File: src/rtl/fft_regs_load_ctrl_if.sv
// -----------------------------------------------------------------------------
// fft_regs_load_ctrl_if
// Bundles the sample stream, register-bank write port and butterfly handshake
// used by fft_regs_load_ctrl.
//   master : the environment side (upstream source, butterfly, flush control)
//   slave  : the load controller itself
// Signals:
//   flush      master->slave  synchronous abort
//   in_valid   master->slave  upstream sample valid
//   in_data    master->slave  complex sample {real, imag}, 2*bits wide
//   bf_done    master->slave  butterfly finished with the bank
//   in_ready   slave->master  controller can accept a sample
//   reg_en     slave->master  one-hot bank slot write enable
//   reg_data   slave->master  registered sample for the bank
//   bf_start   slave->master  one-cycle butterfly start pulse
//   grp_idx    slave->master  group currently held in the bank
//   frame_done slave->master  one-cycle pulse after the last group completes
//   busy       slave->master  controller is not idle
// -----------------------------------------------------------------------------
interface fft_regs_load_ctrl_if #(
  parameter int bits = 16,
  parameter int GW   = 3
);
  logic                flush;
  logic                in_valid;
  logic                in_ready;
  logic [2*bits-1:0]   in_data;
  logic [3:0]          reg_en;
  logic [2*bits-1:0]   reg_data;
  logic                bf_start;
  logic                bf_done;
  logic [GW-1:0]       grp_idx;
  logic                frame_done;
  logic                busy;

  modport master (
    output flush, in_valid, in_data, bf_done,
    input  in_ready, reg_en, reg_data, bf_start, grp_idx, frame_done, busy
  );

  modport slave (
    input  flush, in_valid, in_data, bf_done,
    output in_ready, reg_en, reg_data, bf_start, grp_idx, frame_done, busy
  );
endinterface

File: src/rtl/fft_regs_load_ctrl.sv
// -----------------------------------------------------------------------------
// fft_regs_load_ctrl
// Sequences the 4-entry complex sample register bank in front of the radix-4
// butterfly of an N-point FFT. Samples arriving on a valid/ready stream are
// steered into bank slots 0..3 through a registered one-hot write enable; when
// the bank is full the butterfly is started and the controller waits for it to
// release the bank before loading the next group. Groups are counted per frame
// and the end of a frame is flagged with a one-cycle pulse.
// Parameters:
//   bits : width of each real/imag half (samples are 2*bits wide)
//   N    : points per frame, a multiple of 4
//   GW   : group counter width, clog2(N/4); must match the interface GW
// Ports:
//   clk   : rising-edge clock
//   reset : asynchronous active-high reset
//   bus   : slave side of fft_regs_load_ctrl_if (stream, bank, butterfly)
// -----------------------------------------------------------------------------
module fft_regs_load_ctrl #(
  parameter int bits = 16,
  parameter int N    = 32,
  parameter int GW   = 3
) (
  input  logic                 clk,
  input  logic                 reset,
  fft_regs_load_ctrl_if.slave  bus
);

  localparam logic [GW-1:0] LAST_GRP = GW'(N / 4 - 1);
  localparam logic [GW-1:0] GRP_ZERO = {GW{1'b0}};
  localparam logic [GW-1:0] GRP_ONE  = {{(GW-1){1'b0}}, 1'b1};

  // LOAD  : accepting samples into slots 0..3
  // FIRE  : slot 3 write enable is on the bank port
  // START : butterfly start pulse
  // WAIT  : butterfly owns the bank until bf_done
  typedef enum logic [1:0] {
    LOAD  = 2'd0,
    FIRE  = 2'd1,
    START = 2'd2,
    WAIT  = 2'd3
  } state_t;

  state_t              state_r, state_s;
  logic [1:0]          slot_r, slot_s;
  logic [GW-1:0]       grp_cnt_r, grp_cnt_s;
  logic [3:0]          reg_en_r, reg_en_s;
  logic [2*bits-1:0]   reg_data_r, reg_data_s;
  logic                bf_start_r, bf_start_s;
  logic                frame_done_r, frame_done_s;
  logic                in_ready_s;
  logic                accept_s;

  // Slot number to bank write enable; never more than one bit set.
  function automatic logic [3:0] slot_onehot(input logic [1:0] slot);
    logic [3:0] en;
    case (slot)
      2'd0:    en = 4'b0001;
      2'd1:    en = 4'b0010;
      2'd2:    en = 4'b0100;
      2'd3:    en = 4'b1000;
      default: en = 4'b0000;
    endcase
    return en;
  endfunction

  // Ready is a pure state decode, so it stays high in a flushed LOAD cycle
  // even though that sample is discarded.
  assign in_ready_s = (state_r == LOAD);
  assign accept_s   = bus.in_valid & in_ready_s & ~bus.flush;

  // Next-state and next-output computation for the load sequencer.
  always_comb begin
    state_s      = state_r;
    slot_s       = slot_r;
    grp_cnt_s    = grp_cnt_r;
    reg_en_s     = 4'b0000;
    reg_data_s   = reg_data_r;
    bf_start_s   = 1'b0;
    frame_done_s = 1'b0;

    if (bus.flush) begin
      // Abort wins over everything: drop the partial group, no frame_done.
      state_s   = LOAD;
      slot_s    = 2'd0;
      grp_cnt_s = GRP_ZERO;
    end else begin
      case (state_r)
        LOAD: begin
          if (accept_s) begin
            reg_en_s   = slot_onehot(slot_r);
            reg_data_s = bus.in_data;
            slot_s     = slot_r + 2'd1;  // wraps 3 -> 0
            if (slot_r == 2'd3) begin
              state_s = FIRE;
            end else begin
              state_s = LOAD;
            end
          end else begin
            state_s = LOAD;
          end
        end
        FIRE: begin
          // Slot 3 is written at the end of this cycle; start follows next.
          state_s    = START;
          bf_start_s = 1'b1;
        end
        START: begin
          state_s = WAIT;
        end
        WAIT: begin
          // A bf_done held high only counts once: we leave WAIT immediately.
          if (bus.bf_done) begin
            state_s = LOAD;
            if (grp_cnt_r == LAST_GRP) begin
              grp_cnt_s    = GRP_ZERO;
              frame_done_s = 1'b1;
            end else begin
              grp_cnt_s    = grp_cnt_r + GRP_ONE;
            end
          end else begin
            state_s = WAIT;
          end
        end
        default: begin
          state_s   = LOAD;
          slot_s    = 2'd0;
          grp_cnt_s = GRP_ZERO;
        end
      endcase
    end
  end

  // State, counters and registered outputs; reset cancels any pulse in flight.
  always_ff @(posedge clk or posedge reset) begin
    if (reset) begin
      state_r      <= LOAD;
      slot_r       <= 2'd0;
      grp_cnt_r    <= GRP_ZERO;
      reg_en_r     <= 4'b0000;
      reg_data_r   <= {(2*bits){1'b0}};
      bf_start_r   <= 1'b0;
      frame_done_r <= 1'b0;
    end else begin
      state_r      <= state_s;
      slot_r       <= slot_s;
      grp_cnt_r    <= grp_cnt_s;
      reg_en_r     <= reg_en_s;
      reg_data_r   <= reg_data_s;
      bf_start_r   <= bf_start_s;
      frame_done_r <= frame_done_s;
    end
  end

  assign bus.in_ready   = in_ready_s;
  assign bus.reg_en     = reg_en_r;
  assign bus.reg_data   = reg_data_r;
  assign bus.bf_start   = bf_start_r;
  assign bus.grp_idx    = grp_cnt_r;
  assign bus.frame_done = frame_done_r;
  // Idle means nothing loaded and no group of the frame consumed yet.
  assign bus.busy       = ~((state_r == LOAD) && (slot_r == 2'd0) && (grp_cnt_r == GRP_ZERO));

endmodule

File: src/flat_wrapper.sv
// flat-port wrapper written by rule: the top's interface ports become plain ports
module fft_regs_load_ctrl_flat 
#(
  parameter int bits = 16,
  parameter int N    = 32,
  parameter int GW   = 3
)
  (clk, reset, bus_flush, bus_in_valid, bus_in_data, bus_bf_done, bus_in_ready, bus_reg_en, bus_reg_data, bus_bf_start, bus_grp_idx, bus_frame_done, bus_busy);
  fft_regs_load_ctrl_if #(.bits(bits), .GW(GW)) bus_i ();
  input  logic clk;
  input  logic reset;
  input wire logic [$bits(bus_i.flush)-1:0] bus_flush;
  input wire logic [$bits(bus_i.in_valid)-1:0] bus_in_valid;
  input wire logic [$bits(bus_i.in_data)-1:0] bus_in_data;
  input wire logic [$bits(bus_i.bf_done)-1:0] bus_bf_done;
  output wire logic [$bits(bus_i.in_ready)-1:0] bus_in_ready;
  output wire logic [$bits(bus_i.reg_en)-1:0] bus_reg_en;
  output wire logic [$bits(bus_i.reg_data)-1:0] bus_reg_data;
  output wire logic [$bits(bus_i.bf_start)-1:0] bus_bf_start;
  output wire logic [$bits(bus_i.grp_idx)-1:0] bus_grp_idx;
  output wire logic [$bits(bus_i.frame_done)-1:0] bus_frame_done;
  output wire logic [$bits(bus_i.busy)-1:0] bus_busy;
  assign bus_i.flush = bus_flush;
  assign bus_i.in_valid = bus_in_valid;
  assign bus_i.in_data = bus_in_data;
  assign bus_i.bf_done = bus_bf_done;
  assign bus_in_ready = bus_i.in_ready;
  assign bus_reg_en = bus_i.reg_en;
  assign bus_reg_data = bus_i.reg_data;
  assign bus_bf_start = bus_i.bf_start;
  assign bus_grp_idx = bus_i.grp_idx;
  assign bus_frame_done = bus_i.frame_done;
  assign bus_busy = bus_i.busy;
  fft_regs_load_ctrl #(.bits(bits), .N(N), .GW(GW)) u_core (.clk(clk), .reset(reset), .bus(bus_i));
endmodule
File: config.mk
export PLATFORM = sky130hd
export DESIGN_NAME = fft_regs_load_ctrl_flat
export DESIGN_NICKNAME = d
export VERILOG_FILES = /design/src/rtl/fft_regs_load_ctrl_if.sv /design/src/rtl/fft_regs_load_ctrl.sv /design/src/flat_wrapper.sv
export SDC_FILE = /design/constraint.sdc
export NUM_CORES = 1
export LEC_CHECK = 0
export ABC_CLOCK_PERIOD_IN_PS = 3320
export CORE_MARGIN = 2
export CORE_UTILIZATION = 25
export CTS_CLUSTER_SIZE = 40
export DETAILED_ROUTE_END_ITERATION = 10
export HOLD_SLACK_MARGIN = 0.08
export PLACE_DENSITY = 0.64
export SKIP_CTS_REPAIR_TIMING = 1
export SYNTH_ARGS = -nofsm -noshare
export SYNTH_HDL_FRONTEND = slang
export SYNTH_SLANG_ARGS = --single-unit
File: constraint.sdc
create_clock -name clk -period 3.32 [get_ports clk]
set_input_delay 0.332 -clock clk [delete_from_list [all_inputs] [get_ports clk]]
set_output_delay 0.332 -clock clk [all_outputs]
set_load 0.005 [all_outputs]
==> results by group <==
CTS
  • Number of H-tree levels: 2
  • Cell at the root of the clock tree: clkbuf_8
  • Reg clk slew, reported paths: 0.09 ns
  • Clock latency on the worst-skew pair: 0.29 ns
  • TritonCTS clock tree: yes
  • CTS max path bufs: 2
  • TritonCTS Buffers: 5
  • TritonCTS sink count: 45

Final layout
  • Area overhead of the layout relative to synthesis: 54.47%
  • Number of inserted diodes: 0
  • Layout cell share with drive strength beyond 1: 22.01%
  • Final #Nets: 253
  • Final design instance area without fill: 2899 um^2

Power
  • Power density normalized to cell area: 508.7 nW/um^2
  • Switching Power: 314.0 uW
  • Clock network fraction of design power: 32.6%
  • Part of the total power dissipated in combinational logic: 22.4%
  • Total leakage power: 0.001218 uW
  • Cell internal pwr: 1161 uW
  • Final Total Pwr: 1475 uW
  • Fraction of power consumed by sequential logic: 45.0%
  • Switch share: 21.29%
  • IR Drop Worst-Case VDD: 0.1981 mV

GRT
  • Antenna violations before repair: 0
  • Tot GR Track Use: 9.351%
  • Number of global-route vias before repair: 1220
  • Pin count of the biggest net entering global routing: 46
  • Global-route wire length before repair: 6.196 mm
  • Residual overflow from global routing: 0

Setup path
  • Max incr delay on CP: 0.51 ns
  • CP Cell Sequence: inv_1 -> ha_1 -> nand4b_1 -> clkdlybuf4s50_1
  • Critical R2R Capture: u_core.bus.reg_data[22]
  • Peak fanout along the critical path: 5
  • Required @ worst endpoint: 2.99 ns
  • Count of cells along the worst register-to-register path: 3
  • CP startpoint: u_core.slot_r[0]
  • Critical path buffers and inverters: 2
  • Logic depth of the worst path, buffers included: 4
  • End of the critical path: bus_busy
  • Critical path arrival: 1.65 ns
  • Library cell contributing the largest single delay on the critical path: clkdlybuf4s50_1
  • Crit. End Element: primary output
  • Setup slack of the worst register-to-register path: 1.74 ns
  • Critical setup path kind: reg2out
  • R2r startpoint: u_core.state_r[0]
  • Cell family with most CP delay: buffers and inverters
  • Startpoint Class: flop

Timing
  • Post-route worst hold slack: 0.4887 ns
  • Worst Skew: 0.005185 ns
  • Transition time of the tightest slew-check pin: 0.9178 ns
  • Max frequency: 0.5037 GHz
  • Max-slew headroom: 38.73%
  • Final critical path time including I/O delays and setup: 1.985 ns
  • Setup Total Neg Slack: 0 ns
  • Period utilisation layout: 59.80%
  • Hold Violations, Final: 0
  • Number of setup violations in the final report: 0
  • Number of max-slew violations in the final report: 0
  • Setup repair after global routing missed its margin: no

Routing
  • Via-to-Cell Ratio: 4.101
  • DR vias: 1263
  • Post-DRT Antenna Nets: 0
  • DRT iter0 DRCs: 24
  • Total Routed Length: 3.704 mm
  • Number of search-and-repair iterations in the first detailed-routing pass: 4
  • Average wire per cell in the routed design: 12.03 um
  • # DRC: 0

Floorplan
  • Overall die height: 90.65 um
  • Floorplan core area: 7253 um^2
  • Chip width: 90.65 um
  • Area enclosed by the die boundary: 8217 um^2
  • Row Count: 31
  • I/O pin count: 80
  • Initial Utilization: 25.88%

Placement
  • Dpl cell area: 2765 um^2
  • Routability-driven placement congestion ratio: 0.6991
  • Detail Placement HPWL: 2.703 mm
  • I/O Buffers: 79

Logic synthesis
  • Post-Synthesis Cell Area: 1877 um^2
  • Post-synthesis cell type count: 21
  • Synthesized area divided by synthesized cell count: 15.01 um^2
  • Cell count after synthesis: 125
  • Flop and latch count out of synthesis: 45
  • Fraction of the yosys area taken by sequential cells: 60.00%
  • Number of nets produced by synthesis: 170
  • Ys Warns: 0

Flow run
  • # Max-Cap Violations: 0

Outcome
  • Run status: complete, no violations

Min path
  • Class of the tightest hold or removal check: reg2reg
[state kept, by name, indices dropped and copies added, names as in the netlist]
name and count:
u_core.bus.reg_data 32, u_core.bus.bf_start 1, u_core.bus.frame_done 1, u_core.slot_r 2
u_core.bus.reg_en 4, u_core.state_r 2, u_core.bus.grp_idx 3
[cell usage in the layout (no fill, tap or decap), drive strengths merged, types with 2 or more instances in the layout]
master and instances:
clkdlybuf4s50 79, nand2b 6, nor2b 2, clkbuf 5, nor3b 2, mux2i 3
bufinv 2, dfrtp 45, and2 4, inv 5, nor2 2, nor3 2
ha 8, buf 2, mux2 34
[cell usage after synthesis]
master	count	area share (%)
a21bo_2	1	0.53
a21oi_1	1	0.27
and2_1	4	1.3
and3_1	1	0.33
and3b_1	1	0.47
buf_6	3	1.8
clkbuf_1	2	0.40
dfrtp_1	45	60
ha_1	8	5.3
inv_1	5	1.0
mux2_1	1	0.60
mux2_2	33	20
mux2i_1	3	1.6
nand2b_1	6	2.0
nand3b_1	1	0.40
nand4b_1	1	0.47
nor2_1	2	0.40
nor2b_1	2	0.67
nor3_1	2	0.53
nor3b_1	2	0.80
nor4b_4	1	1.3
[through the flow]
step,std cells,worst slack [ns],util [%]
after global placement,300,1.116,38.12
after floorplan,125,1.705,-
after detailed placement,300,1.100,38.12
final,308,1.335,39.97
after global routing,308,1.231,39.97
after CTS,308,1.309,39.97
[cell type report]
cell class,instances,area (um^2)
Timing Repair Buffer,81,805.8
Tap cell,99,123.9
Clock buffer,5,68.82
Clock inverter,3,65.06
Inverter,5,18.77
Fill cell,712,4354
Multi-Input combinational cell,70,690.7
Sequential cell,45,1126
[metal layers]
metal / GRT usage (%) / vias up / part of all wire (%)
met2: 14.05 / 51 / 45
met5: 0 / - / 0
met1: 11.40 / 609 / 43
li1: - / 598 / -
met4: 3.077 / 0 / 1.3
met3: 5.092 / 5 / 11
[power by group through the flow]
stage               Sequential, uW  Clock [uW]  Combinational [uW]
finish                         664         481                 330
floorplan                      681           0                 111
CTS                            666         504                 337
global placement               675           0                 332
global route                   676         523                 356
detailed placement             677           0                 335
[kinds of logic after synthesis]
| logic type | share of synthesized area, % |
|---|---|
| multiplexers | 22.00 |
| buffers and inverters | 3.200 |
| AO/OA/AOI/OAI | 0.7998 |
| AND/OR/NAND/NOR | 8.667 |
| adder cells (fa/ha/maj) | 5.334 |
| flip-flops | 60.00 |
[worst min-delay path by stage]
stage,startpoint,endpoint,slack [ns],cells after the start
2_1_floorplan,bus_in_data[26],u_core.bus.reg_data[26],0.47,1
3_3_place_gp,u_core.bus.reg_data[26],u_core.bus.reg_data[26],0.47,1
3_5_place_dp,u_core.bus.reg_data[26],u_core.bus.reg_data[26],0.47,1
4_1_cts,u_core.bus.reg_data[26],u_core.bus.reg_data[26],0.50,1
5_1_grt,u_core.bus.reg_data[26],u_core.bus.reg_data[26],0.51,1
6_report,u_core.bus.reg_data[26],u_core.bus.reg_data[26],0.49,1
Note: power is estimated with default switching activity, not from simulation.
==> edit 1: new RTL, same flow settings <==
The 4 states of `state_t` get a one-hot encoding in 4 bits.
--- a/src/rtl/fft_regs_load_ctrl.sv
+++ b/src/rtl/fft_regs_load_ctrl.sv
@@ -34,9 +34,9 @@
   // START : butterfly start pulse
   // WAIT  : butterfly owns the bank until bf_done
-  typedef enum logic [1:0] {
-    LOAD  = 2'd0,
-    FIRE  = 2'd1,
-    START = 2'd2,
-    WAIT  = 2'd3
+  typedef enum logic [3:0] {
+    LOAD  = 4'b0001,
+    FIRE  = 4'b0010,
+    START = 4'b0100,
+    WAIT  = 4'b1000
   } state_t;
 
Behaviour: same outputs for any inputs over 4 cycles, from zero or initial values and one cycle with reset high; so few cycles prove little.
==> edit 1 against the original RTL <==
Clock power decreased by 8.7%. Register-to-register slack got worse by 0.72 ns. Power decreased by 2.8%. Critical path depth unchanged. Combinational power decreased by 2%. Sequential cell count increased by 2. Final area increased by 7.2%. Hold slack improved by 0.023 ns. Global-route usage decreased by 0.43 points. Setup slack got worse by 0.31 ns. Routed wire length increased by 14%. Synthesized area increased by 13%. Sequential power increased by 1%. Sequential share of layout area decreased by 0.95 points. Critical endpoint is now u_core.bus.reg_data[11]. Largest power group unchanged.
==> edit 1: results (changes against the original RTL) <==
### Placed design
• **Setup WS pre-CTS** 0.9561 ns, -0.1439 ns
• **half-perimeter wire length after placement** 3.051 mm, +13%
• **area of placed instances** 2985 um^2, +8.0%

### Pwr
• **switching power** 0.0003166 W, +0.82%
• **worst vdd ir** 0.0001625 V, -18%

### Drt
• **total vias in the final route** 1,380, +9.3%
• **mean routed wirelength per cell** 12.68 um, +5.5%

### Yosys
• **unique cell type count in the Yosys netlist** 30, +43%
• **post-synthesis net count** 191, +12%
• **post-synthesis mux area share** 0.2280, +0.008049
• **adder-cell share of the synthesized area** 0.05303, -0.0002986
• **dominant cells by area after synthesis** sky130_fd_sc_hd__dfrtp_1 (54%), sky130_fd_sc_hd__mux2_4 (18%), sky130_fd_sc_hd__ha_1 (5.3%)
• **Post-synth top cells** sky130_fd_sc_hd__dfrtp_1 (46), sky130_fd_sc_hd__mux2_4 (25), sky130_fd_sc_hd__inv_1 (14), sky130_fd_sc_hd__ha_1 (9)
• **share of synthesized area occupied by flip-flops and latches** 0.5545, -0.04549

### Worst setup path
• **Crit Reg-Reg Endpoint** u_core.bus.reg_data[11]
• **worst-case reg-to-reg path depth** 4, +1
• **Max stage delay cell, worst path** sky130_fd_sc_hd__dfstp_2
• **largest fanout of any net on the critical path** 25, +20
• **Crit Reg-Reg Startpoint** u_core.state_r[0]
• **highest cell delay on the worst timing path** 0.61 ns, +0.10 ns
• **flop2flop setup slack** 1.02 ns, -0.72 ns
• **Worst Path Arrival** 2.47 ns, +0.82 ns

### Timing
• **Worst Max-Slew Pin Slew** 0.9639 ns, +0.04617 ns

### Cells and area
• **Filler Cell Count** 803, +13%
• **net count reported at finish** 273, +7.9%
• **non-filler instance count after layout** 333, +8.1%

### Status
• **status** finished, final reports clean

### Global routing
• **first-pass GRT wire length** 6.341 mm, +2.3%
• **maximum number of pins on one net before global-route repair** 48, +4.3%
• **total global-route track usage** 0.08920, -0.004306

-- edit 1: cell count changes after synthesis, sizes merged, moves of 2 or more --
cell    change
nor2        +5
nand2b      -5
inv         +9
nand3       +2
o21ai       +2
nor4        +4
mux2        -2
and2        -4
-- edit 1: cells by family (layout without fill, tap and decap cells) --
logic type	count (synthesis)	count (layout)
compound gates	7	7
xor+xnor	1	1
fa+ha+maj	9	9
buf+inv	19	102
flops	47	47
mux	35	35
simple gates	27	27
-- edit 1: stage by stage --
step / hold WS, ns / utilization
after global routing: 0.5259 / 0.3781
after detailed placement: 0.4912 / 0.3633
final: 0.5121 / 0.3781
after floorplan: 0.3951 / -
after global placement: 0.4879 / 0.3633
after CTS: 0.5146 / 0.3781
-- edit 1: how the worst max path moves through the flow --
stage,endpoint,depth (start not counted),from,slack (ns)
finish,u_core.bus.reg_data[11],4,u_core.state_r[0],1.02
global route,u_core.bus.reg_data[12],4,u_core.state_r[0],0.89
CTS,u_core.bus.reg_data[12],4,u_core.state_r[0],1.01
detailed placement,u_core.bus.reg_data[26],4,bus_flush,0.96
global placement,u_core.bus.reg_data[26],4,bus_flush,0.99
floorplan,u_core.bus.reg_data[10],5,u_core.state_r[0],1.60
-- edit 1: metal layers --
metal	GRT usage	wire length (um)	vias to the layer above
li1	-	-	656
met1	0.1043	1832	667
met2	0.1499	1969	53
met3	0.03211	387	4
met4	0.03214	36	0
met5	0	0	-
-- edit 1: cell type report --
| cell class | count | area [um^2] | area share |
|---|---|---|---|
| repair buffers | 80 | 798.3 | 0.2569 |
| multi-input cells | 79 | 825.8 | 0.2658 |
| inverters | 14 | 52.55 | 0.01692 |
| clock buffers | 6 | 82.58 | 0.02658 |
| clock inverters | 2 | 38.79 | 0.01248 |
| well taps | 105 | 131.4 | 0.04229 |
| flip-flops and latches | 47 | 1177 | 0.3790 |
-- edit 1: power by group through the flow --
stage	Clock, W	Sequential, W	Combinational, W
floorplan	0	0.000688	0.000132
global placement	0	0.000685	0.000324
detailed placement	0	0.000685	0.000327
CTS	0.000461	0.000673	0.000329
global route	0.000481	0.000680	0.000350
finish	0.000439	0.000672	0.000323
-- edit 1: critical path: cells and delay by family, from the launching register on --
| family | cells | cell delay [ns] |
|---|---|---|
| and+or+nand+nor | 2 | 0.81 |
| DFF | 1 | 0.61 |
| buffers and inverters | 1 | 0.40 |
| muxes | 1 | 0.34 |
==> edit 2: new RTL, same flow settings <==
Made on the original files. `bits` is set to 16 in 3 places; all go to 20.
--- a/src/rtl/fft_regs_load_ctrl_if.sv
+++ b/src/rtl/fft_regs_load_ctrl_if.sv
@@ -19,5 +19,5 @@
 // -----------------------------------------------------------------------------
 interface fft_regs_load_ctrl_if #(
-  parameter int bits = 16,
+  parameter int bits = 20,
   parameter int GW   = 3
 );
--- a/src/rtl/fft_regs_load_ctrl.sv
+++ b/src/rtl/fft_regs_load_ctrl.sv
@@ -17,5 +17,5 @@
 // -----------------------------------------------------------------------------
 module fft_regs_load_ctrl #(
-  parameter int bits = 16,
+  parameter int bits = 20,
   parameter int N    = 32,
   parameter int GW   = 3
--- a/src/flat_wrapper.sv
+++ b/src/flat_wrapper.sv
@@ -2,5 +2,5 @@
 module fft_regs_load_ctrl_flat 
 #(
-  parameter int bits = 16,
+  parameter int bits = 20,
   parameter int N    = 32,
   parameter int GW   = 3
Ports: changed (resized bus_in_data and bus_reg_data); port bits go from 80 to 96. No check against the original RTL was run, so the function may have changed too.
==> edit 2 against the original RTL <==
Synthesized cell count increased by 14%. Routed wire length increased by 22%. Final area increased by 15%. Setup slack improved by 0.0075 ns. Utilization decreased by 1.3 points. Register-to-register slack got worse by 0.20 ns. Clock power decreased by 21%. Sequential cell count increased by 8. Largest cell class unchanged. Largest power group unchanged. Power increased by 6.7%. Synthesized area increased by 16%.
==> edit 2: results (changes against the original RTL) <==
### Status
• **status** finished, final reports clean

### Drt
• **overall routed net length** 4.510 mm, +22%
• **met2 WL post-DR** 2.209 mm, +34%
• **met3 wire length** 278 um, -31%
• **total vias in the final route** 1,452, +15%
• **drt first pass iters** 2, -2
• **wire length on met1** 1.973 mm, +24%

### Clock tree
• **Max Buffers Root-to-Sink** 2, unchanged
• **H-Tree Depth** 2, unchanged
• **number of buffers created by CTS** 5, unchanged

### Cells and area
• **net count reported at finish** 293, +16%
• **non-filler instance count after layout** 349, +13%
• **Antenna diodes** 0, unchanged
• **max FFs per register** 40, +25%
• **fraction of final layout cells with drive strength greater than 1** 0.2199, about the same
• **Filler Cell Count** 850, +19%

### Placed design
• **Setup WS pre-CTS** 1.067 ns, -0.03275 ns
• **I/O Buffers** 95, +20%
• **area of placed instances** 3227 um^2, +17%
• **number of placed instances with taps included** 341, +14%
• **half-perimeter wire length after placement** 3.220 mm, +19%
• **final weighted congestion in routability-driven placement** 0.7160, +2.4%

### Pwr
• **worst vdd ir** 0.0001719 V, -13%
• **Lkg Pwr** 1.388 nW, +14%
• **total internal power** 0.001198 W, +3.2%

### Yosys
• **Mean Syn Cell Area** 15.34 um^2, +2.2%
• **synthesis warning total** 0, unchanged
• **async set-or-reset flop fraction in the synthesized netlist** 1.000, unchanged
• **share of synthesized area occupied by flip-flops and latches** 0.6088, +0.008845
• **post-synthesis net count** 195, +15%
• **dominant cells by area after synthesis** sky130_fd_sc_hd__dfrtp_1 (61%), sky130_fd_sc_hd__mux2_2 (21%), sky130_fd_sc_hd__ha_1 (4.6%)
• **Post-synth top cells** sky130_fd_sc_hd__dfrtp_1 (53), sky130_fd_sc_hd__mux2_2 (40), sky130_fd_sc_hd__ha_1 (8), sky130_fd_sc_hd__nand2b_1 (6), sky130_fd_sc_hd__inv_1 (5)

### Global routing
• **met1 track demand over resource in global routing** 0.1236, +0.009582
• **first-pass GRT wire length** 7.527 mm, +21%
• **fraction of met2 tracks used by global routing** 0.1619, +0.02131
• **total global-route track usage** 0.09811, +0.004605
• **maximum number of pins on one net before global-route repair** 54, +17%
• **met3 routing resource usage after global routing** 0.03381, -0.01711

### Timing
• **worst setup skew after layout** 0.006618 ns, +0.001433 ns
• **relative slew slack** 0.2553, -0.1319

### Min path
• **launch point of the worst hold path** u_core.bus.reg_data[5]

edit 2: logic make-up after synthesis:
group	after synthesis	share of synthesized area
AO/OA/AOI/OAI	2	0.006891
adder cells (fa/ha/maj)	8	0.04595
buffers and inverters	11	0.03274
flip-flops	53	0.6088
multiplexers	45	0.2309
AND/OR/NAND/NOR	23	0.07467
edit 2: final timing paths:
path,slack (ns),to,depth (start not counted)
setup / recovery,1.34,bus_busy,4
hold / removal,0.50,u_core.bus.reg_data[5],1
setup reg to reg,1.54,u_core.bus.reg_data[37],3
hold reg to reg,0.50,u_core.bus.reg_data[5],1
max in group asynchronous,2.00,u_core.bus.frame_done,2
min in group asynchronous,0.63,u_core.bus.reg_data[20],2
edit 2: power groups by stage:
| stage | registers [W] | clock network (W) | logic, W |
|---|---|---|---|
| 2_1_floorplan | 0.000808 | 0 | 0.000132 |
| 3_3_place_gp | 0.000801 | 0 | 0.000405 |
| 3_5_place_dp | 0.000803 | 0 | 0.000409 |
| 4_1_cts | 0.000790 | 0.000407 | 0.000411 |
| 5_1_grt | 0.000804 | 0.000432 | 0.000433 |
| 6_report | 0.000788 | 0.000382 | 0.000403 |
edit 2: cell type report:
type / count / area (um^2) / area share
sequential: 53 / 1326 / 0.3991
timing repair buffer: 97 / 965.9 / 0.2907
multi-input combinational: 78 / 780.7 / 0.2349
tap: 108 / 135.1 / 0.04066
clock buffer: 6 / 82.58 / 0.02485
inverter: 5 / 18.77 / 0.005648
clock inverter: 2 / 13.76 / 0.004142
edit 2: critical path: cells and delay by family (launching register included):
family                   cells  cell delay [ns]
AND/OR/NAND/NOR              1             0.10
flip-flops                   1             0.42
adder cells (fa/ha/maj)      1             0.22
buffers and inverters        2             0.60
